File: config.mk
export PLATFORM = sky130hd
export DESIGN_NAME = fp_normalizer
export DESIGN_NICKNAME = d
export VERILOG_FILES = /design/src/rtl/fp_normalizer.sv
export SDC_FILE = /design/constraint.sdc
export NUM_CORES = 1
export LEC_CHECK = 0
export BUFFER_PORTS_ARGS = -buffer_cell sky130_fd_sc_hd__buf_2
export CORE_MARGIN = 10
export CORE_UTILIZATION = 47
export CTS_BUF_LIST = sky130_fd_sc_hd__clkbuf_8 sky130_fd_sc_hd__clkbuf_16
export CTS_CLUSTER_DIAMETER = 100
export DETAILED_ROUTE_END_ITERATION = 6
export PLACE_DENSITY_LB_ADDON = 0.2
export SYNTH_ARGS = -nofsm -noshare
export SYNTH_HDL_FRONTEND = slang
export SYNTH_SLANG_ARGS = --single-unit
File: constraint.sdc
create_clock -name clk -period 2.6 [get_ports clk]
set_input_delay 0.39 -clock clk [delete_from_list [all_inputs] [get_ports clk]]
set_output_delay 0.39 -clock clk [all_outputs]
set_load 0.05 [all_outputs]
File: src/rtl/fp_normalizer.sv
// fp_normalizer -- post-add normalize/pack stage of the FP adder path.
//
// Takes the raw mantissa sum (hidden bit plus carry), the common exponent and the sign from
// the mantissa adder. It normalizes one step per cycle and returns a packed IEEE-754 word
// {sign, exp, frac} over a valid/ready handshake.
//
// Normalization steps:
//   - a carry out causes one right shift;
//   - otherwise the stage shifts left one bit per cycle until the hidden bit is set, or the
//     exponent reaches 1 (denormal result).
//
// Build option:
//   FP_NORM_ROUND_NEAREST_EN  when defined, a carry right shift rounds half-to-even on the
//                             dropped bit. When undefined, the dropped bit is truncated.
//
// Ports:
//   clk, rst_n   clock; asynchronous active-low reset
//   in_valid     sum_in/exp_in/sign_in/is_sub are valid
//   in_ready     stage is idle and can accept an operation
//   sum_in       adder output, MAN_W+2 bits; bit MAN_W+1 is the carry
//   exp_in       common (larger) exponent after alignment
//   sign_in      result sign
//   is_sub       adder performed a subtraction; the carry bit is discarded
//   out_valid    result is valid; held until out_ready
//   out_ready    downstream accepts the result
//   result       packed {sign, exp, frac}
//   overflow     result saturated to infinity
//   underflow    result is denormal with a nonzero fraction
//   zero         result is exactly +0

module fp_normalizer #(
  parameter int unsigned EXP_W = 8,
  parameter int unsigned MAN_W = 23
) (
  input  logic                   clk,
  input  logic                   rst_n,
  input  logic                   in_valid,
  output logic                   in_ready,
  input  logic [MAN_W+1:0]       sum_in,
  input  logic [EXP_W-1:0]       exp_in,
  input  logic                   sign_in,
  input  logic                   is_sub,
  output logic                   out_valid,
  input  logic                   out_ready,
  output logic [EXP_W+MAN_W:0]   result,
  output logic                   overflow,
  output logic                   underflow,
  output logic                   zero
);

  // The exponent carries one extra bit so that a carry into all-ones cannot wrap.
  localparam logic [EXP_W:0]   ExpOne  = {{EXP_W{1'b0}}, 1'b1};
  localparam logic [EXP_W:0]   ExpMax  = {1'b0, {EXP_W{1'b1}}};
`ifdef FP_NORM_ROUND_NEAREST_EN
  localparam logic [MAN_W+1:0] MantOne = {{(MAN_W+1){1'b0}}, 1'b1};
`endif

  typedef enum logic [1:0] {StIdle, StEval, StShift, StDone} state_e;

  // Selects how the DONE state packs the working mantissa/exponent.
  typedef enum logic [1:0] {KindNorm, KindZero, KindOvf, KindDenorm} kind_e;

  state_e               state_q;
  kind_e                kind_q;
  logic [MAN_W+1:0]     mant_q;
  logic [EXP_W:0]       exp_q;
  logic                 sign_q;
  logic                 in_ready_q;
  logic                 out_valid_q;
  logic [EXP_W+MAN_W:0] result_q;
  logic                 overflow_q;
  logic                 underflow_q;
  logic                 zero_q;

  logic [MAN_W+1:0]     carry_mant;
  logic [EXP_W:0]       carry_exp;
  logic [MAN_W+1:0]     shift_mant;
  logic [EXP_W:0]       shift_exp;
  logic [MAN_W-1:0]     frac;
  logic [EXP_W+MAN_W:0] pack;

  // Carry path: a 1-bit right shift, with an optional rounding step.
  // Both happen within the EVAL cycle.
  always_comb begin
    carry_mant = {1'b0, mant_q[MAN_W+1:1]};
    carry_exp  = exp_q + ExpOne;
`ifdef FP_NORM_ROUND_NEAREST_EN
    // With only a guard bit there is no sticky, so guard=1 is always a tie; round to even.
    if (mant_q[0] && carry_mant[0]) begin
      carry_mant = carry_mant + MantOne;
      // Rounding up from 1.111..1 lands on 2.0; renormalize once more.
      if (carry_mant[MAN_W+1]) begin
        carry_mant = {1'b0, carry_mant[MAN_W+1:1]};
        carry_exp  = carry_exp + ExpOne;
      end
    end
`endif
  end

  // Left-normalize path. The carry bit is always clear by the time SHIFT runs.
  always_comb begin
    shift_mant = {mant_q[MAN_W:0], 1'b0};
    shift_exp  = exp_q - ExpOne;
  end

  always_comb begin
    frac = mant_q[MAN_W-1:0];
    unique case (kind_q)
      KindZero:   pack = '0;
      KindOvf:    pack = {sign_q, {EXP_W{1'b1}}, {MAN_W{1'b0}}};
      KindDenorm: pack = {sign_q, {EXP_W{1'b0}}, frac};
      default:    pack = {sign_q, exp_q[EXP_W-1:0], frac};
    endcase
  end

  always_ff @(posedge clk or negedge rst_n) begin
    if (!rst_n) begin
      state_q     <= StIdle;
      kind_q      <= KindNorm;
      mant_q      <= '0;
      exp_q       <= '0;
      sign_q      <= 1'b0;
      in_ready_q  <= 1'b0;
      out_valid_q <= 1'b0;
      result_q    <= '0;
      overflow_q  <= 1'b0;
      underflow_q <= 1'b0;
      zero_q      <= 1'b0;
    end else begin
      unique case (state_q)
        StIdle: begin
          in_ready_q <= 1'b1;
          if (in_valid && in_ready_q) begin
            mant_q     <= is_sub ? {1'b0, sum_in[MAN_W:0]} : sum_in;
            exp_q      <= {1'b0, exp_in};
            sign_q     <= sign_in;
            kind_q     <= KindNorm;
            in_ready_q <= 1'b0;
            state_q    <= StEval;
          end
        end

        StEval: begin
          if (mant_q == '0) begin
            kind_q  <= KindZero;
            sign_q  <= 1'b0;
            state_q <= StDone;
          end else if (mant_q[MAN_W+1]) begin
            mant_q <= carry_mant;
            exp_q  <= carry_exp;
            if (carry_exp >= ExpMax) begin
              kind_q <= KindOvf;
            end
            state_q <= StDone;
          end else if (mant_q[MAN_W]) begin
            state_q <= StDone;
          end else if (exp_q <= ExpOne) begin
            // Covers exp_in == 0: packed as denormal without shifting.
            kind_q  <= KindDenorm;
            state_q <= StDone;
          end else begin
            state_q <= StShift;
          end
        end

        StShift: begin
          mant_q <= shift_mant;
          exp_q  <= shift_exp;
          if (shift_mant[MAN_W]) begin
            state_q <= StDone;
          end else if (shift_exp == ExpOne) begin
            kind_q  <= KindDenorm;
            state_q <= StDone;
          end
        end

        StDone: begin
          // The first DONE cycle registers the packed word. After that, the outputs are
          // held until the handshake completes.
          if (!out_valid_q) begin
            result_q    <= pack;
            overflow_q  <= (kind_q == KindOvf);
            underflow_q <= (kind_q == KindDenorm) && (frac != '0);
            zero_q      <= (kind_q == KindZero);
            out_valid_q <= 1'b1;
          end else if (out_ready) begin
            out_valid_q <= 1'b0;
            in_ready_q  <= 1'b1;
            state_q     <= StIdle;
          end
        end

        default: begin
          state_q <= StIdle;
        end
      endcase
    end
  end

  assign in_ready  = in_ready_q;
  assign out_valid = out_valid_q;
  assign result    = result_q;
  assign overflow  = overflow_q;
  assign underflow = underflow_q;
  assign zero      = zero_q;

endmodule
# Word level (Yosys, flattened, before mapping)
# Cells that the tools add are included.
dict set report classes {
  order_cmp 2
  add_sub_neg 2
  eq_ne 19
  n_mux 37
  n_reduce_logical 15
  bitwise_logic 1
}
# cell n
set op_table {}
lappend op_table {{$pmux 32 s3} 1}
lappend op_table {{$mux 25} 3}
lappend op_table {{$pmux 25 s3} 1}
lappend op_table {{$mux 9} 3}
lappend op_table {{$pmux 9 s3} 1}
lappend op_table {{$logic_not 25->1} 1}
lappend op_table {{$mux 2} 12}
lappend op_table {{$mux 24} 1}
lappend op_table {{$reduce_bool 23->1} 1}
lappend op_table {{$ne 2x2->1 const B} 8}
lappend op_table {{$ne 4x4->1 const B} 3}
lappend op_table {{$mux 1} 11}
lappend op_table {{$add 9x1->9 const B} 1}
lappend op_table {{$eq 9x1->1 const B} 1}
lappend op_table {{$ge 9x8->1 const B} 1}
lappend op_table {{$le 9x1->1 const B} 1}
lappend op_table {{$reduce_and 3->1} 3}
lappend op_table {{$sub 9x1->9 const B} 1}
lappend op_table {{$eq 2x2->1 const B} 4}
lappend op_table {{$pmux 2 s4} 1}
lappend op_table {{$reduce_and 4->1} 2}
lappend op_table {{$reduce_and 7->1} 1}
lappend op_table {{$pmux 2 s3} 1}
lappend op_table {{$eq 2x1->1 const B} 2}
lappend op_table {{other kinds (8)} 11}
dict set report totals {
  register_bits 76
  wordCells 88
  output_inout_bits 37
  input_bits 39
}

# Depth between registers and ports, before layout
dict set report logic_depth {
  depth_word 6
  depth_mapped 10
  ltp_nobuf 8
}

# Least setup slack after synthesis
# No wires, ideal clock.
dict set report synth_timing {
  path_kind {register -> register}
  from {register exp_q[0]}
  to {register kind_q[1]}
  t_arrival_ps 2466
  setup_slack_ps 7
  setup_ps 128
  period_less_slack_ps 2593
  stages_incl_launch_ff 11
  t_required_ps 2472
  path_cell_list {dfrtp_1 -> buf_2 -> inv_2 -> ha_1 -> clkbuf_1 -> nor3b_1 -> xnor2_1 -> nand3b_1 -> o41ai_2 -> nor4b_4 -> mux2_1}
}
dict set report synth_between {
  elab_chain_cells 4
  word_cells_on_any_way 9
}
# item line_no
set synth_rtl {}
lappend synth_rtl {{start: declaration} 66} ;# logic [EXP_W:0] exp_q;
lappend synth_rtl {{start signal: assignment} 135} ;# exp_q <= {1'b0, exp_in};
lappend synth_rtl {{start signal: assignment} 150} ;# exp_q <= carry_exp;
lappend synth_rtl {{start signal: assignment} 168} ;# exp_q <= shift_exp;
lappend synth_rtl {{$add 9x1->9 / $sub 9x1->9 (equally long branches)} {86, 103}}
lappend synth_rtl {{$ge 9x8->1 / $eq 9x1->1 (equally long branches)} {151, 171}}
lappend synth_rtl {{$ne 4x4->1 (no line) / $ne 2x2->1 (equally long branches)} n/a}
lappend synth_rtl {{$reduce_and 7->1 (no line) (*)} n/a}
lappend synth_rtl {{end signal: assignment} 145} ;# kind_q <= KindZero;
lappend synth_rtl {{end signal: assignment} 152} ;# kind_q <= KindOvf;
lappend synth_rtl {{end signal: assignment} 159} ;# kind_q <= KindDenorm;
lappend synth_rtl {{end: declaration} 64} ;# kind_e kind_q;
# Mark *: on every way between the ends. The rest lies on a longest branch, timed or not.
# A chain may end at the register's enable or synchronous reset.

# Worst setup path in the final report
dict set report layout_timing {
  from {register exp_q[8]}
  to {register kind_q[1]}
}
# The elaborated chain is that of the path after synthesis.

==> key figures <==
Synth
  – Multiplexer area fraction after synthesis: 0.0149
  – Ys Warns: 0
  – Seq/Total Area, Yosys: 0.463
  – Synthesized area: just over 4000 µm²
  – Ys flop type: dfrtp_1
  – XOR/XNOR Fraction of Synth Area: 0.0107
  – Post-synthesis simple-gate area fraction: 0.177
  – Syn_nets: 491
  – Cell count after synthesis: between 400 and 500
  – Compound-Gate Fraction of Synth Area: 0.260
  – Top post-synthesis cells by area: dfrtp_1, o31ai_1, a22o_1
  – Netlist cell types: between 50 and 60
  – Yosys top cell area share: 0.463
  – EDFF count, synth: 0
  – Flops & latches, synth: 76
  – Mean Syn Cell Area: about 9.3 µm²
  – Largest family of logic cells by synthesized area: compound AO/OA/AOI/OAI gates
  – Post-synthesis async set-or-reset flop share: 1.00
  – Area leader, netlist: dfrtp_1
  – Adder-Cell Fraction of Synth Area: 0.0274

STA
  – Skew final: roughly 13 ps
  – Max-slew violations: 0
  – Final hold viol count: 0
  – Final Setup Violations: 0
  – Max frequency: 0.409 GHz
  – RSZ-0062 raised after global routing: no
  – Worst Hold Slack: 53.8 ps
  – Setup TNS: 0 ps
  – Period minus WS final: approximately 2400 ps
  – Crit share post-route: 0.940
  – Max_slew headroom: 0.573
  – Worst slew pin tran: ~640 ps

GRT
  – Total Routing Usage GR: 0.183
  – GRT overflow: 0
  – Antenna violations before repair: 0
  – Number of global-route vias before repair: 3779
  – First-pass GRT wire length: roughly 20000 µm
  – Largest net degree at the start of global routing: 54

Drt
  – Iter 0 DRT Violations: roughly 270
  – Avg WL per Cell: between 15 and 20 µm
  – Drt drc: 0
  – Drt total wl: roughly 12000 µm
  – DRT Pass-1 Iters: 4
  – Via/cell ratio: approximately 6.1
  – DRT antenna net count: 0
  – Vias: approximately 3800

Clock network
  – H-tree Lvls: 3
  – Clock buffer depth: 2
  – CTS tree: done
  – Clock transition at the registers of the reported paths: approximately 90 ps
  – Hold buffers post-CTS: 0
  – Worst-Skew Late Latency: roughly 350 ps
  – Sink Count: 76
  – Num CTS Buffers: 9
  – Clock root buffer: clkbuf_8

Placement
  – HPWL Detailed: roughly 8000 µm
  – Placed Instance Area: 4650 µm²
  – Final Wtd Congestion: between 0.8 and 0.9
  – Input/output buffers: 75

Finish
  – Number of diodes: 0
  – Area grow syn2layout: 17.9%
  – Fin nets: about 560
  – Layout cells sized above 1: 0.236
  – Post-route cell area: between 4000 and 5000 µm²
  – FILL cells: ~800
  – Utilization after layout: 0.561

Setup path
  – Flop-to-flop setup slack: 150 ps
  – Critical path cell sequence: or4b_1, o21ai_0, a32oi_1, o41ai_2, nor4b_4, mux2_1
  – Slowest stage cell on the critical path: or4b_1
  – Worst-path fanout max: 6
  – R2R Path End: kind_q[1]$_DFFE_PN0P_
  – Worst setup EP type: flip-flop
  – CP peak stage delay: ~490 ps
  – CP startpoint kind: flip-flop
  – R2R cell count: 6
  – Crit Path Class: flip-flop to flip-flop
  – CP required: roughly 2800 ps
  – CP arrival: about 2700 ps
  – FF-to-FF Start: exp_q[8]$_DFFE_PN0P_

Floorplanning
  – Full die area: ~13000 µm²
  – Initial core utilization: 0.476
  – Core area: approximately 8600 µm²
  – Row count: 34
  – Die X: around 110 µm
  – I/O Pins: 76
  – DIE HEIGHT: ~110 µm

Hold path
  – Hold WC Path Type: input pin to asynchronous set/reset pin

Status
  – Outcome: finished clean

Job
  – Max Cap Viol: 0
-- through the flow --
step	cells	worst slack (ps)
5_1_grt	621	0.387
3_3_place_gp	606	196
6_report	621	155
3_5_place_dp	606	142
4_1_cts	621	114
2_1_floorplan	443	6.73
-- registers in the layout (all words and copies together), names as in the netlist --
register / flops
kind_q: 2
underflow: 1
sign_q: 1
exp_q: 9
out_valid: 1
result: 32
zero: 1
in_ready: 1
overflow: 1
state_q: 2
mant_q: 25
-- placed cells by master, fill, tap and decap left out, drive strengths merged, types with 4 or more instances in the layout --
cell | synthesis | layout
buf | 8 | 96
nand4 | 4 | 4
ha | 9 | 9
inv | 10 | 11
a221oi | 23 | 23
nor2 | 45 | 45
mux2i | 5 | 5
nand3b | 6 | 6
o21ai | 20 | 20
nor2b | 6 | 6
a21oi | 19 | 19
xnor2 | 5 | 5
nand3 | 6 | 6
nand2 | 54 | 54
o31ai | 33 | 33
a22o | 25 | 25
clkbuf | 33 | 10
dfrtp | 76 | 76
nor3 | 6 | 6
nor4 | 7 | 7
a31oi | 4 | 4
-- synth_stat cells, types with 7 or more instances --
library cell / n
a21oi_1: 19
a221oi_1: 23
a22o_1: 25
clkbuf_1: 33
dfrtp_1: 76
ha_1: 9
inv_1: 9
nand2_1: 54
nor2_1: 45
nor4_1: 7
o21ai_0: 17
o31ai_1: 33
-- final cells by class --
cell class | count | area, µm² | area share
inverter | 10 | 37.5 | 0.00774
tap | 108 | 135 | 0.0279
clock buffer | 10 | 138 | 0.0284
clock inverter | 5 | 37.5 | 0.00774
timing repair buffer | 96 | 561 | 0.116
multi-input combinational | 316 | 2040 | 0.420
sequential | 76 | 1900 | 0.392
-- per-layer routing --
| layer | share of wire | routed length [µm] | global-route usage |
|---|---|---|---|
| met4 | 0.0098 | 114 | 0.0533 |
| met3 | 0.074 | 869 | 0.0493 |
| met5 | 0 | 0 | 0 |
| met1 | 0.46 | 5360 | 0.253 |
| met2 | 0.46 | 5340 | 0.273 |
-- cells by family (layout without fill, tap and decap cells) --
group           after synthesis  after routing
simple gates                151            151
compound gates              145            145
flops                        76             76
buf+inv                      51            121
fa+ha+maj                     9              9
mux                           6              6
xor+xnor                      5              5
-- worst max-delay path by stage --
stage,startpoint,end,slack (ps),depth (start not counted)
5_1_grt,exp_q[0]$_DFFE_PN0P_,kind_q[1]$_DFFE_PN0P_,0.4,8
3_5_place_dp,exp_q[0]$_DFFE_PN0P_,kind_q[1]$_DFFE_PN0P_,140,8
2_1_floorplan,exp_q[0]$_DFFE_PN0P_,kind_q[1]$_DFFE_PN0P_,7,10
3_3_place_gp,exp_q[0]$_DFFE_PN0P_,kind_q[1]$_DFFE_PN0P_,200,8
6_report,exp_q[8]$_DFFE_PN0P_,kind_q[1]$_DFFE_PN0P_,150,6
4_1_cts,exp_q[0]$_DFFE_PN0P_,kind_q[1]$_DFFE_PN0P_,110,8
-- repair_timing --
item	4_1_cts	5_1_grt
setup buffers	0	0
endpoints found under the setup margin	0	1
resized for setup	0	5
-- worst max-delay path, delay by kind of cell (launching register included) --
| family | cells | cell delay, ps |
|---|---|---|
| and+or+nand+nor | 2 | 790 |
| muxes | 1 | 350 |
| AOI/OAI and AO/OA | 3 | 700 |
| DFF | 1 | 470 |
Power is left out: the tool's default activity adds up to more than one toggle a clock period on the data nets, which glitch-free logic cannot reach.
